File: src/rtl/fetch_unit_pkg.sv
// Shared widths and encodings for the fetch stage and the instruction memory model.
package fetch_unit_pkg;
    localparam int ADDR_W      = 32;
    localparam int INSTR_W     = 32;
    localparam int INSTR_BYTES = 4;

    // addi x0, x0, 0
    localparam logic [INSTR_W-1:0] NOP = 32'h0000_0013;

    function automatic logic [ADDR_W-1:0] word_align(input logic [ADDR_W-1:0] addr);
        return {addr[ADDR_W-1:2], 2'b00};
    endfunction
endpackage

File: src/rtl/fetch_unit_hold_buffer.sv
// One-entry skid for the fetched word plus the decode-facing instruction mux.
module fetch_hold_buffer
    import fetch_unit_pkg::*;
(
    input  logic               clk,
    input  logic               rst_n,
    input  logic               i_redirect,
    input  logic               i_advance,
    input  logic               i_resp_valid,
    input  logic [INSTR_W-1:0] i_res_data,
    output logic [INSTR_W-1:0] o_instr
);
    logic               r_hold_valid;
    logic [INSTR_W-1:0] r_hold_instr;
    logic [INSTR_W-1:0] w_src;

    always_ff @(posedge clk or negedge rst_n) begin
        if (!rst_n) begin
            r_hold_valid <= 1'b0;
            r_hold_instr <= NOP;
        end else if (i_redirect || i_advance) begin
            r_hold_valid <= 1'b0;
        end else if (!r_hold_valid) begin
            // Memory keeps re-reading the next PC while stalled, so capture now.
            r_hold_instr <= i_res_data;
            r_hold_valid <= 1'b1;
        end
    end

    always_comb begin
        w_src   = r_hold_valid ? r_hold_instr : i_res_data;
        o_instr = i_resp_valid ? w_src : NOP;
    end
endmodule

File: src/rtl/fetch_unit.sv
// PC register and fetch stage: drives the 1-cycle instruction memory and pairs data with its PC.
module fetch_unit
    import fetch_unit_pkg::*;
#(
    parameter logic [31:0] RESET_PC = 32'h0
) (
    input  logic               clk,
    input  logic               rst_n,
    input  logic               i_stall,
    input  logic               i_redirect,
    input  logic [ADDR_W-1:0]  i_redirect_addr,
    output logic [ADDR_W-1:0]  o_req_addr,
    input  logic [INSTR_W-1:0] i_res_data,
    output logic               o_valid,
    output logic [INSTR_W-1:0] o_instr,
    output logic [ADDR_W-1:0]  o_pc
);
    localparam logic [ADDR_W-1:0] PC_STEP = ADDR_W'(INSTR_BYTES);

    logic [ADDR_W-1:0] r_pc;
    logic [ADDR_W-1:0] r_resp_pc;
    logic              r_resp_valid;
    logic              w_advance;

    assign w_advance = !(r_resp_valid && i_stall);

    always_ff @(posedge clk or negedge rst_n) begin
        if (!rst_n) begin
            r_pc         <= RESET_PC[ADDR_W-1:0];
            r_resp_pc    <= '0;
            r_resp_valid <= 1'b0;
        end else if (i_redirect) begin
            // Whatever the memory returns next belongs to the old path.
            r_pc         <= word_align(i_redirect_addr);
            r_resp_valid <= 1'b0;
        end else if (w_advance) begin
            r_resp_pc    <= r_pc;
            r_resp_valid <= 1'b1;
            r_pc         <= r_pc + PC_STEP;
        end
    end

    fetch_hold_buffer u_hold (
        .clk          (clk),
        .rst_n        (rst_n),
        .i_redirect   (i_redirect),
        .i_advance    (w_advance),
        .i_resp_valid (r_resp_valid),
        .i_res_data   (i_res_data),
        .o_instr      (o_instr)
    );

    assign o_req_addr = r_pc;
    assign o_valid    = r_resp_valid;
    assign o_pc       = r_resp_pc;
endmodule

File: config.mk
export PLATFORM = sky130hd
export DESIGN_NAME = fetch_unit
export DESIGN_NICKNAME = d
export VERILOG_FILES = /design/src/rtl/fetch_unit_pkg.sv /design/src/rtl/fetch_unit_hold_buffer.sv /design/src/rtl/fetch_unit.sv
export SDC_FILE = /design/constraint.sdc
export NUM_CORES = 1
export LEC_CHECK = 0
export ABC_AREA = 1
export BUFFER_PORTS_ARGS = -buffer_cell sky130_fd_sc_hd__buf_4
export CAP_MARGIN = 10
export CORE_MARGIN = 5
export CORE_UTILIZATION = 51
export CTS_CLUSTER_DIAMETER = 40
export DETAILED_ROUTE_END_ITERATION = 7
export GPL_TIMING_DRIVEN = 0
export PLACE_DENSITY = 0.89
export SLEW_MARGIN = 20
export SYNTH_ARGS = -nofsm -noshare
export SYNTH_HDL_FRONTEND = slang
export SYNTH_SLANG_ARGS = --single-unit
export TNS_END_PERCENT = 10
File: constraint.sdc
create_clock -name clk -period 1.85 [get_ports clk]
set_clock_uncertainty 0.15 [all_clocks]
set_input_delay 0.37 -clock clk [delete_from_list [all_inputs] [get_ports clk]]
set_output_delay 0.37 -clock clk [all_outputs]
set_load 0.05 [all_outputs]
Yosys cells after proc, flatten, opt, wreduce, memory -nomap -nowiden
Cells that the tools add are included.
{ "word_totals": {"n_memories": 0, "wordCells": 20, "latchBits": 0, "ramBits": 0, "out_inout_bits": 97, "reg_bits": 98, "mem_bits_ro": 0} }
{ "op_classes": {"mul": 0, "n_eq_ne": 1, "addsub": 1, "mux": 7, "n_reduce_logical": 4, "n_lt_le_gt_ge": 0, "n_bitwise": 2, "n_shift": 0, "n_div": 0} }
{ "op_table": {"columns": ["cell", "n"], "rows": [
  ["$mux 32", 4],
  ["$add 32x3->32 const B", 1],
  ["$mux 1", 3],
  ["$ne 2x2->1 const B", 1],
  ["$not 1->1", 2],
  ["$reduce_and 2->1", 1],
  ["$logic_and 1x1->1", 1],
  ["$logic_not 1->1", 1],
  ["$logic_or 1x1->1", 1]
]} }

Logic depth before layout (Yosys ltp)
{ "depth": {"ltp_word": 4, "ltp_mapped": 10, "ltp_nobuf": 10} }

Cells and area by module
From an unflattened synthesis, not the netlist that was laid out.
{ "hier_totals": {"cells_unflattened": 784, "hier_area_um2": 5570.3} }
{ "by_module_without_submodules": {"columns": ["module", "area_each_um2", "seq_area_each_um2", "instances", "cells_each"], "rows": [
  ["fetch_unit", 3405.8, 1526.5, 1, 443],
  ["fetch_hold_buffer", 2164.6, 829.5, 1, 341]
]} }

Least setup slack after synthesis
Ideal clock, no wire load.
{ "synth_timing": {"kind": "register to output", "start": "register r_resp_valid (netlist: o_valid)", "end": "output port o_instr[21]", "required_ps": 1330, "stages_incl_launch_ff": 5, "path_slack_ps": -559, "t_arrival_ps": 1889, "path_buffers": 2, "path_cell_list": "dfrtp_1 > inv_1 > clkbuf_1 > clkbuf_1 > nor2_1"} }
{ "synth_via": {"elab_chain_len": 1} }
{ "synth_lines": {"columns": ["element", "line", "source"], "rows": [
  ["start: declaration", "fetch_unit.sv:22", "logic r_resp_valid;"],
  ["start signal: assignment", "fetch_unit.sv:31", "r_resp_valid <= 1'b0;"],
  ["start signal: assignment", "fetch_unit.sv:35", "r_resp_valid <= 1'b0;"],
  ["start signal: assignment", "fetch_unit.sv:38", "r_resp_valid <= 1'b1;"],
  ["$mux 32", "fetch_unit_hold_buffer.sv:32", "o_instr = i_resp_valid ? w_src : NOP;"],
  ["end: declaration", "fetch_unit.sv:15", "output logic [INSTR_W-1:0] o_instr,"]
]} }
Every way passes these cells.

Final worst setup path
{ "layout_timing": {"start": "register u_hold.r_hold_valid", "end": "output port o_instr[13]"} }
{ "layout_via": {"elab_chain_len": 2} }
{ "layout_lines": {"columns": ["element", "line", "source"], "rows": [
  ["start: declaration", "fetch_unit_hold_buffer.sv:13", "logic r_hold_valid;"],
  ["start signal: assignment", "fetch_unit_hold_buffer.sv:19", "r_hold_valid <= 1'b0;"],
  ["start signal: assignment", "fetch_unit_hold_buffer.sv:22", "r_hold_valid <= 1'b0;"],
  ["start signal: assignment", "fetch_unit_hold_buffer.sv:26", "r_hold_valid <= 1'b1;"],
  ["$mux 32", null, null],
  ["$mux 32", "fetch_unit_hold_buffer.sv:32", null]
]} }
Every way passes these cells.

==> flow_results.xml <==
<?xml version="1.0" encoding="UTF-8"?>
<metrics>
  <group name="logic_synthesis">
    <metric name="share_of_flip_flops_with_an_asynchronous_set_or_reset_after_synthesis" unit="">1.00</metric>
    <metric name="synthAdderAreaFrac" unit="">0.00248</metric>
    <metric name="cells_after_synthesis" unit="">653</metric>
    <metric name="synth_top_family_by_area" unit="">simple AND/OR/NAND/NOR gates</metric>
    <metric name="syn_avg_cell_area" unit="µm²">7.72</metric>
    <metric name="yosys.area_share.xor_xnor" unit="">0.00174</metric>
    <metric name="post_synth_edffs" unit="">0</metric>
    <metric name="ys_ff_latch" unit="">94</metric>
    <metric name="seq_total_area_yosys" unit="">0.468</metric>
    <metric name="synth_compound_area_frac" unit="">0.0993</metric>
    <metric name="ys_dominant_reg_cell" unit="">sky130_fd_sc_hd__dfrtp_1</metric>
    <metric name="yosys_warnings" unit="">0</metric>
    <metric name="distinct_cell_type_count_of_the_synthesized_netlist" unit="">36</metric>
    <metric name="mappedNetlistArea" unit="µm²">5040</metric>
    <metric name="synthSimpleGateAreaFrac" unit="">0.302</metric>
    <metric name="synthMuxAreaShare" unit="">0.0576</metric>
  </group>
  <group name="sta">
    <metric name="timing.setup.tns" unit="ns">-9.13</metric>
    <metric name="grt_setup_unrepaired" unit="">true</metric>
    <metric name="worst-slew-pin-transition" unit="ns">0.882</metric>
    <metric name="period_needed" unit="ns">2.20</metric>
    <metric name="final.setup.worst_slack" unit="ns">-0.355</metric>
    <metric name="hold_viol_final" unit="">0</metric>
    <metric name="slew-limit-headroom" unit="">0.412</metric>
    <metric name="setup_viol" unit="">33</metric>
    <metric name="final-max-slew-violation-count" unit="">0</metric>
    <metric name="final.period_utilization" unit="">1.19</metric>
    <metric name="hold_ws" unit="ns">0.0537</metric>
    <metric name="timing.fmax" unit="GHz">0.454</metric>
  </group>
  <group name="setup_path">
    <metric name="cp_cell_instances" unit="">buf_12 -&gt; buf_12 -&gt; mux2i_1 -&gt; nor2_1 -&gt; buf_4</metric>
    <metric name="worstSetupPathType" unit="">flop to output port</metric>
    <metric name="crit_end_category" unit="">output port</metric>
    <metric name="worst-path-buf-inv" unit="">3</metric>
    <metric name="critical_path_peak_fanout" unit="">7</metric>
    <metric name="cp_data_required_time" unit="ns">1.33</metric>
    <metric name="cp_top_family" unit="">buffers and inverters</metric>
    <metric name="cpMostUsedCell" unit="">sky130_fd_sc_hd__buf_12</metric>
    <metric name="critical_path_arrival" unit="ns">1.68</metric>
    <metric name="critical_path.startpoint_type" unit="">flop</metric>
    <metric name="worst_path_largest_cell_delay" unit="ns">0.40</metric>
    <metric name="cp_slowest_cell" unit="">sky130_fd_sc_hd__dfrtp_1</metric>
  </group>
  <group name="global_route">
    <metric name="track_usage" unit="">0.317</metric>
    <metric name="grt_antenna_before_repair" unit="">1</metric>
    <metric name="largest_net_degree_at_the_start_of_global_routing" unit="">95</metric>
    <metric name="first_pass_grt_wire_length" unit="mm">28.9</metric>
    <metric name="globalRouteOverflowTotal" unit="">0</metric>
    <metric name="grt_use_met1" unit="">0.386</metric>
    <metric name="grt.busiest_layer" unit="">met2</metric>
    <metric name="grtUsageMet2" unit="">0.526</metric>
    <metric name="gr_util_met3" unit="">0.0716</metric>
    <metric name="first_global_vias" unit="">5545</metric>
  </group>
  <group name="clock_tree">
    <metric name="cts_tree" unit="">built</metric>
    <metric name="cts_clk_pin_slew_worst_paths" unit="ns">0.10</metric>
    <metric name="total_number_of_clock_tree_sinks" unit="">94</metric>
    <metric name="cts_max_level" unit="">3</metric>
    <metric name="ctsRootBufferMaster" unit="">sky130_fd_sc_hd__clkbuf_8</metric>
    <metric name="worst_skew_pair.late_latency" unit="ns">0.38</metric>
    <metric name="cts_inserted_buffers" unit="">9</metric>
    <metric name="clockBufferDepth" unit="">2</metric>
  </group>
  <group name="outcome">
    <metric name="run_status" unit="">finished with violations</metric>
    <metric name="violations" unit="">negative setup slack</metric>
  </group>
  <group name="drt">
    <metric name="via_per_inst" unit="">5.78</metric>
    <metric name="post_route_antenna_net_violation_count" unit="">0</metric>
    <metric name="vias" unit="">5602</metric>
    <metric name="avgRoutedWirePerCell" unit="µm">20.7</metric>
    <metric name="drt_first_pass_iters" unit="">6</metric>
    <metric name="number_of_violations_reported_at_the_end_of_detailed_routing_iteration_0" unit="">599</metric>
    <metric name="routed_wl" unit="mm">20.1</metric>
    <metric name="detail_route.drc_violations" unit="">0</metric>
  </group>
  <group name="place">
    <metric name="place.detailed.instances" unit="">946</metric>
    <metric name="port_buffers" unit="">157</metric>
    <metric name="dpl_cell_area" unit="µm²">6480</metric>
    <metric name="detailed_place_hpwl" unit="mm">12.4</metric>
    <metric name="routabilityCongestion" unit="">0.953</metric>
  </group>
  <group name="cells_and_area">
    <metric name="finalInstanceArea" unit="µm²">7440</metric>
    <metric name="post_layout_nonfiller_instances" unit="">970</metric>
    <metric name="drive_gt1_frac" unit="">0.354</metric>
    <metric name="nets" unit="">900</metric>
    <metric name="final.fill_count" unit="">669</metric>
    <metric name="postLayoutCoreUtil" unit="">0.769</metric>
    <metric name="synthToLayoutAreaGrowth" unit="%">47.7</metric>
  </group>
  <group name="floorplanning">
    <metric name="design.die.area" unit="µm²">12000</metric>
    <metric name="io_pins" unit="">165</metric>
    <metric name="chipWidth" unit="µm">109</metric>
    <metric name="start_util" unit="">0.520</metric>
    <metric name="die_h" unit="µm">109</metric>
    <metric name="fp.coreArea" unit="µm²">9680</metric>
    <metric name="placement_rows" unit="">36</metric>
  </group>
  <group name="flow_run">
    <metric name="drv_cap" unit="">0</metric>
  </group>
  <group name="pwr">
    <metric name="power.ir.vdd_worst" unit="mV">0.611</metric>
    <metric name="power_density" unit="nW/µm²">922</metric>
    <metric name="power.leakage" unit="nW">3.45</metric>
  </group>
  <group name="min_path">
    <metric name="holdCritPathClass" unit="">input port to flop</metric>
  </group>
</metrics>
[repair_timing]
item | in CTS | in global routing
gates cloned | 2 | 1
hold buffers | 1 | 0
setup endpoints to repair | 36 | 82
endpoints found under the hold margin | 91 | 0
pin swaps | 8 | 2
buffers inserted | 3 | 0
resized for setup | 89 | 55
[logic make-up (layout without fill, tap and decap cells)]
kind of cell             count (synthesis)  after routing
AND/OR/NAND/NOR                        362            362
flip-flops                              94             94
AO/OA/AOI/OAI                           91             91
buffers and inverters                   74            254
multiplexers                            29             29
adder cells (fa/ha/maj)                  1              1
other                                    1              5
XOR/XNOR                                 1              1
[sequential cells by signal, summed over array words and instances (netlist names)]
register and flops:
u_hold.r_hold_instr 32, o_pc 30, o_req_addr 30, o_valid 1, u_hold.r_hold_valid 1
[layout by cell type, fill, tap and decap left out, types with 8 or more instances in the layout]
master / count
sky130_fd_sc_hd__dfrtp_1: 83
sky130_fd_sc_hd__clkbuf_1: 8
sky130_fd_sc_hd__dfrtp_2: 8
sky130_fd_sc_hd__nand2_1: 202
sky130_fd_sc_hd__o21ai_1: 27
sky130_fd_sc_hd__buf_4: 136
sky130_fd_sc_hd__buf_6: 30
sky130_fd_sc_hd__a21oi_1: 11
sky130_fd_sc_hd__nand3_1: 35
sky130_fd_sc_hd__o21ai_0: 36
sky130_fd_sc_hd__clkbuf_8: 10
sky130_fd_sc_hd__nor2_4: 21
sky130_fd_sc_hd__nor2_2: 13
sky130_fd_sc_hd__inv_1: 34
sky130_fd_sc_hd__nor2_1: 67
sky130_fd_sc_hd__buf_2: 10
sky130_fd_sc_hd__mux2i_4: 21
sky130_fd_sc_hd__nand2_2: 8
[Yosys cell counts (2+ instances only)]
cell type	count	share of area
sky130_fd_sc_hd__a211oi_1	2	0.0030
sky130_fd_sc_hd__nor2_1	89	0.066
sky130_fd_sc_hd__a31oi_1	6	0.0075
sky130_fd_sc_hd__nor2_2	4	0.0050
sky130_fd_sc_hd__o21ai_1	27	0.027
sky130_fd_sc_hd__dfstp_2	3	0.016
sky130_fd_sc_hd__inv_2	2	0.0015
sky130_fd_sc_hd__nand2_2	8	0.0099
sky130_fd_sc_hd__nor2_4	8	0.018
sky130_fd_sc_hd__mux2i_1	29	0.058
sky130_fd_sc_hd__buf_2	18	0.018
sky130_fd_sc_hd__buf_4	5	0.0075
sky130_fd_sc_hd__o21ai_0	36	0.036
sky130_fd_sc_hd__nand3_1	38	0.038
sky130_fd_sc_hd__o211ai_1	2	0.0030
sky130_fd_sc_hd__nor3_1	6	0.0060
sky130_fd_sc_hd__nand2_1	202	0.15
sky130_fd_sc_hd__dfrtp_1	91	0.45
sky130_fd_sc_hd__clkbuf_1	10	0.0075
sky130_fd_sc_hd__o221ai_1	2	0.0035
sky130_fd_sc_hd__a21oi_1	11	0.011
sky130_fd_sc_hd__inv_1	34	0.025
sky130_fd_sc_hd__nand4_1	5	0.0062
sky130_fd_sc_hd__buf_6	3	0.0067
[metrics by stage]
step	setup slack (ns)	total power, mW
after floorplan	-0.177	4.05
after global placement	-0.175	4.77
after detailed placement	-0.188	4.83
after CTS	-0.253	6.66
after global routing	-0.390	7.09
final	-0.355	6.86
[metal layers]
metal  routed length [µm]  part of all wire  vias up
met5                    0                 0        -
met4                  901             0.045        0
met3                 2170              0.11       76
met2                 9570              0.48      394
met1                 7450              0.37     2658
li1                     -                 -     2474
[report_power, final]
group | internal, mW | switching, mW | leakage, nW | total [mW]
logic | 0.806 | 1.63 | 2.20 | 2.44
clock network | 0.938 | 0.780 | 0.120 | 1.72
registers | 2.36 | 0.342 | 1.13 | 2.71
total | 4.11 | 2.76 | 3.45 | 6.86
[final timing paths]
kind / start / endpoint / slack, ns / cells after the start
hold / removal: i_redirect_addr[13] / o_req_addr[13]$_DFFE_PN0N_ / 0.05 / 3
setup reg to reg: o_valid$_DFFE_PN0N_ / u_hold.r_hold_instr[28]$_DFFE_PN0P_ / -0.01 / 8
hold reg to reg: o_pc[11]$_DFFE_PN0P_ / o_pc[11]$_DFFE_PN0P_ / 0.34 / 2
setup / recovery: u_hold.r_hold_valid$_DFF_PN0_ / o_instr[13] / -0.35 / 5
min in group asynchronous: rst_n / u_hold.r_hold_instr[9]$_DFFE_PN0P_ / 0.51 / 2
max in group asynchronous: rst_n / o_req_addr[8]$_DFFE_PN0N_ / 0.39 / 2
[tightest hold or removal path, stage by stage]
cell	delay, ns
sky130_fd_sc_hd__buf_4	0.07
sky130_fd_sc_hd__nand2_1	0.04
sky130_fd_sc_hd__o221ai_1	0.06
[cell type report]
class	count	area (µm²)	share of cell area
Buffer	36	303	0.0407
Tap cell	133	166	0.0224
Clock buffer	11	141	0.0190
Sequential cell	94	2370	0.318
Antenna cell	1	2.50	0.000336
Timing Repair Buffer	164	1430	0.192
Multi-Input combinational cell	488	2780	0.374
Clock inverter	5	106	0.0143
Inverter	38	145	0.0195
Power figures use the tool's default switching activity.
